`config.mk`:
```
export PLATFORM = sky130hd
export DESIGN_NAME = week_5_logic_unit_pipe
export DESIGN_NICKNAME = d
export VERILOG_FILES = /design/src/rtl/week_5_logic_unit_pipe.sv
export SDC_FILE = /design/constraint.sdc
export NUM_CORES = 1
export LEC_CHECK = 0
export ABC_AREA = 1
export BUFFER_PORTS_ARGS = -buffer_cell sky130_fd_sc_hd__buf_2
export CELL_PAD_IN_SITES_DETAIL_PLACEMENT = 1
export CELL_PAD_IN_SITES_GLOBAL_PLACEMENT = 1
export CORE_MARGIN = 2
export CORE_UTILIZATION = 24
export CTS_CLUSTER_SIZE = 24
export DETAILED_ROUTE_END_ITERATION = 12
export GPL_TIMING_DRIVEN = 0
export PLACE_DENSITY_LB_ADDON = 0.1
export SLEW_MARGIN = 25
export SYNTH_ARGS = -nofsm -noshare
export SYNTH_HDL_FRONTEND = slang
export SYNTH_SLANG_ARGS = --single-unit
```
`constraint.sdc`:
```
create_clock -name clk -period 1 [get_ports clk]
set_input_delay 0.05 -clock clk [delete_from_list [all_inputs] [get_ports clk]]
set_output_delay 0.05 -clock clk [all_outputs]
set_load 0.05 [all_outputs]
```
`src/rtl/week_5_logic_unit_pipe.sv`:
```
`timescale 1ns/1ps
// week_5_logic_unit_pipe: WIDTH-bit AND/OR/XOR/NAND unit behind a STAGES-deep valid/ready
// pipeline with full backpressure. Define WEEK5_LOGIC_BEAT_COUNT_EN to enable the output beat counter.
module week_5_logic_unit_pipe #(
  parameter int WIDTH  = 8,
  parameter int STAGES = 2
) (
  input  logic             clk,
  input  logic             rst_n,
  input  logic [WIDTH-1:0] a,
  input  logic [WIDTH-1:0] b,
  input  logic [1:0]       op,
  input  logic             in_valid,
  output logic             in_ready,
  output logic [WIDTH-1:0] y,
  output logic             y_zero,
  output logic             out_valid,
  input  logic             out_ready,
  output logic [15:0]      beat_count
);

  function automatic logic [WIDTH-1:0] logic_op(input logic [WIDTH-1:0] x,
                                                input logic [WIDTH-1:0] z,
                                                input logic [1:0]       sel);
    case (sel)
      2'b00:   return x & z;
      2'b01:   return x | z;
      2'b10:   return x ^ z;
      default: return ~(x & z);
    endcase
  endfunction

  // Input side: result and zero flag evaluated combinationally from the operands
  logic [WIDTH-1:0] res_p0;
  logic             zero_p0;

  assign res_p0  = logic_op(a, b, op);
  assign zero_p0 = ~|res_p0;

  logic [STAGES-1:0] vld_q, vld_d;
  logic [STAGES-1:0] zero_q, zero_d;
  logic [WIDTH-1:0]  data_q [STAGES];
  logic [WIDTH-1:0]  data_d [STAGES];
  logic [STAGES-1:0] rdy;
  logic [STAGES-1:0] src_vld, src_zero;
  logic [WIDTH-1:0]  src_data [STAGES];

  for (genvar g = 0; g < STAGES; g++) begin : g_src
    if (g == 0) begin : g_head
      assign src_vld[g]  = in_valid;
      assign src_zero[g] = zero_p0;
      assign src_data[g] = res_p0;
    end else begin : g_body
      assign src_vld[g]  = vld_q[g-1];
      assign src_zero[g] = zero_q[g-1];
      assign src_data[g] = data_q[g-1];
    end
  end

  // A stage can take new data when empty or when its own content moves on this cycle
  always_comb begin : next_state
    logic acc;
    rdy = '0;
    acc = out_ready;
    for (int i = STAGES - 1; i >= 0; i--) begin
      acc    = !vld_q[i] || acc;
      rdy[i] = acc;
    end
    vld_d  = vld_q;
    zero_d = zero_q;
    data_d = data_q;
    for (int i = 0; i < STAGES; i++) begin
      if (rdy[i]) begin
        vld_d[i] = src_vld[i];
        if (src_vld[i]) begin
          data_d[i] = src_data[i];
          zero_d[i] = src_zero[i];
        end
      end
    end
  end

  // Stage registers; empty stages keep their last data so y holds while idle
  always_ff @(posedge clk or negedge rst_n) begin
    if (!rst_n) begin
      vld_q  <= '0;
      zero_q <= '0;
      for (int i = 0; i < STAGES; i++) data_q[i] <= '0;
    end else begin
      vld_q  <= vld_d;
      zero_q <= zero_d;
      data_q <= data_d;
    end
  end

  // Output side: driven straight from the last stage
  assign in_ready  = rdy[0];
  assign y         = data_q[STAGES-1];
  assign y_zero    = zero_q[STAGES-1];
  assign out_valid = vld_q[STAGES-1];

`ifdef WEEK5_LOGIC_BEAT_COUNT_EN
  logic [15:0] cnt_q, cnt_d;

  assign cnt_d = cnt_q + 16'd1;

  always_ff @(posedge clk or negedge rst_n) begin
    if (!rst_n) begin
      cnt_q <= '0;
    end else if (out_valid && out_ready) begin
      cnt_q <= cnt_d;
    end
  end

  assign beat_count = cnt_q;
`else
  assign beat_count = 16'h0000;
`endif

endmodule

```
==> metrics.md <==
| Metric | Value |
|---|---|
| Die area | `6840 µm²` |
| Area of the multi-input gates | `793 µm²` |
| Layout cells sized above 1 | `41.9%` |
| Final Net Count | `285` |
| Sequential fraction of the synthesis area | `33.7%` |
| Die height | `82.7 µm` |
| Combinational cell fraction of total power | `52.3%` |
| Crit path capture type | `register` |
| Initial antenna violation count | `0` |
| GP Congestion | `0.678` |
| Yosys reg bits | `20` |
| Net Switching | `1430 µW` |
| Crit-path slowest cell | `dfrtp_2` |
| Top Ports | `49` |
| Sequential share of power | `30.7%` |
| Initial core utilization | `25.0%` |
| Min-delay worst type | `input pin to register` |
| CP endpoint | `zero_q[1]$_DFFE_PN0P_` |
| Core region area | `5960 µm²` |
| Clk pwr share | `16.9%` |
| Count leader, synth | `nand2_1` |
| Yosys Warn Count | `0` |
| Min cycle time layout | `1.11 ns` |
| CP Data Required Time | `1.15 ns` |
| VDD IR-drop max | `1170 µV` |
| Top post-synthesis cells by area | `dfrtp_1 34%, ha_1 13%, buf_4 13%` |
| Pins over their slew limit | `0` |
| Cell accounting for the most synthesized area | `dfrtp_1` |
| Max-cap viol count | `0` |
| Area share of the largest cell type after synthesis | `33.7%` |
| Via density | `3.93` |
| ANT nets after route | `0` |
| Max incr delay on CP | `0.40 ns` |
| Crit-path leading delay family | `flip-flops` |
| Num CTS Buffers | `3` |
| Status | `complete, but fails checks` |
| Register-to-Register Path Depth | `4` |
| Dpl ws | `-0.192 ns` |
| CTS tree | `done` |
| Failing checks | `negative setup slack` |
| Int Power | `2210 µW` |
| Total power | `3630 µW` |
| Layout Skew | `0.00340 ns` |
| Hold_ws | `0.122 ns` |
| Worst Slack Setup Final | `-0.109 ns` |
| Number of global-route vias before repair | `1183` |
| Clk sink count | `20` |
| Reg-to-reg slack, setup | `-0.11 ns` |
| Via count | `1262` |
| Distinct cells, synth | `21` |
| Synth async-reset ratio | `100%` |
| First-pass GRT wire length | `5290 µm` |
| Setup CP Type | `register to register` |
| Tcrit/Tclk final | `111%` |
| Crit path top cell by count | `nand2_2` |
| Residual DRC | `0` |
| Fillers | `738` |
| Detailed Route WL | `3150 µm` |
| Crit Reg-Reg Endpoint | `zero_q[1]$_DFFE_PN0P_` |
| Final setup fails | `13` |
| Clock slew seen by the registers of the worst setup and hold paths | `0.07 ns` |
| Crit path cell chain | `nand2_2 > nand2_2 > buf_6 > mux2_2` |
| Root Driver | `clkbuf_8` |
| Max FO, Critical Path | `7` |
| CP startpoint | `vld_q[1]$_DFFE_PN0P_` |
| Standby leakage power | `0.00116 µW` |
| Port-buffer cells | `31` |
| WP data arrival | `1.25 ns` |
| Largest net degree at the start of global routing | `21` |
| Reg area | `502 µm²` |
| Crit path launch type | `register` |
| Worst R2R Start | `vld_q[1]$_DFFE_PN0P_` |
| Pre-antenna DRT Iters | `4` |
| Post-route cell area | `2100 µm²` |
| Worst-Skew Late Latency | `0.26 ns` |
| Main synth FF type | `dfrtp_1` |
| Worst min-delay path startpoint | `in_valid` |
| Hold Vio Cnt, Final | `0` |
| Number of flops mapped to enable cells by yosys | `0` |
| Pwr Density | `1730 nW/µm²` |
| RSZ-0062 raised after global routing | `true` |
| Layout area overhead | `41.4%` |
| Mapped Area | `1490 µm²` |
| Initial DRC count | `27` |
| H-tree depth | `1` |
| CTS Buffer Depth | `2` |
| Total grt overflow | `0` |
| Buffer and inverter count on the worst path | `1` |
| F_max | `902 MHz` |
| Placed inst area | `1830 µm²` |
| Switch share | `39.3%` |
| Gate count of the mapped netlist | `185` |
| Die width | `82.7 µm` |
| Mean area per synthesized cell | `8.03 µm²` |
| Synth top cells by count | `47 x nand2_1, 26 x inv_1, 25 x buf_4, 20 x dfrtp_1, 16 x ha_1` |
| CP Depth | `4` |
| # rows | `28` |
| Detailed Place HPWL | `2550 µm` |
| All-Layer GR Usage | `10.1%` |
| Antenna cells | `0` |
| Per-cell routed wire length | `9.82 µm` |
[stage by stage]
step / utilization, % / std cells / TNS [ns]
after floorplan: - / 200 / -4.92
after global placement: 30.7 / 306 / -1.25
after detailed placement: 30.7 / 306 / -1.32
after CTS: 33.4 / 317 / -1.08
after global routing: 35.3 / 321 / -1.83
final: 35.3 / 321 / -0.933
[power by group through the flow]
| stage | combinational (µW) | sequential, µW | clock [µW] |
|---|---|---|---|
| CTS | 1700 | 1100 | 642 |
| floorplan | 1200 | 1120 | 0 |
| global placement | 1480 | 1120 | 0 |
| global route | 2060 | 1150 | 673 |
| finish | 1900 | 1120 | 615 |
| detailed placement | 1500 | 1120 | 0 |
[final cells by class]
cell class	instances	area share, %
tap	75	4.46
inverter	28	5.24
multi-input combinational	124	37.7
clock buffer	4	2.62
buffer	28	10.9
sequential	20	23.9
timing repair buffer	42	15.2
[worst min-delay path by stage]
stage / to / slack (ns) / cells past startpoint
2_1_floorplan: data_q[10]$_DFFE_PN0P_ / -0.25 / 0
3_3_place_gp: y[1]$_DFFE_PN0P_ / 0.03 / 1
3_5_place_dp: y[1]$_DFFE_PN0P_ / 0.04 / 1
4_1_cts: vld_q[0]$_DFFE_PN0N_ / 0.13 / 4
5_1_grt: data_q[10]$_DFFE_PN0P_ / 0.12 / 3
6_report: data_q[10]$_DFFE_PN0P_ / 0.12 / 3
[layer usage]
layer	track usage [%]	part of all wire, %
met1	13.4	49
met2	16.2	45
met3	1.30	4.3
met4	4.43	1.9
met5	0	0
[registers in the layout, summed over array words and instances (netlist names)]
name	flops
vld_q	2
y	8
zero_q	2
data_q	8
[cell families after synthesis]
family / after synthesis / share of synthesized area (%)
mux: 7 / 5.30
other cells: 1 / 0.252
fa+ha+maj: 16 / 13.5
simple gates: 68 / 19.8
flops: 20 / 33.7
compound gates: 17 / 6.23
buf+inv: 56 / 21.3
[tightest hold or removal path, cell delays in order]
cell and delay (ns):
buf_2 0.13, nand2_8 0.09, o21ai_1 0.07
[what timing repair did]
action	4_1_cts	5_1_grt
hold endpoints to repair	20	0
setup endpoints to repair	26	28
hold buffers	1	0
pin swaps	4	1
gates cloned	1	0
gates resized for setup	26	24
buffers inserted	5	4
[cell usage in the layout (no fill, tap or decap), drive strengths merged]
| master | n |
|---|---|
| clkinv | 2 |
| nand2 | 48 |
| clkbuf | 4 |
| ha | 16 |
| nand3 | 11 |
| mux2 | 7 |
| nand4 | 1 |
| o21ai | 15 |
| nor2 | 6 |
| dfrtp | 20 |
| nand3b | 2 |
| o211ai | 1 |
| conb | 16 |
| inv | 26 |
| a21oi | 1 |
| buf | 69 |
| dlygate4sd3 | 1 |
No activity file was read; power rests on OpenSTA's default activity.
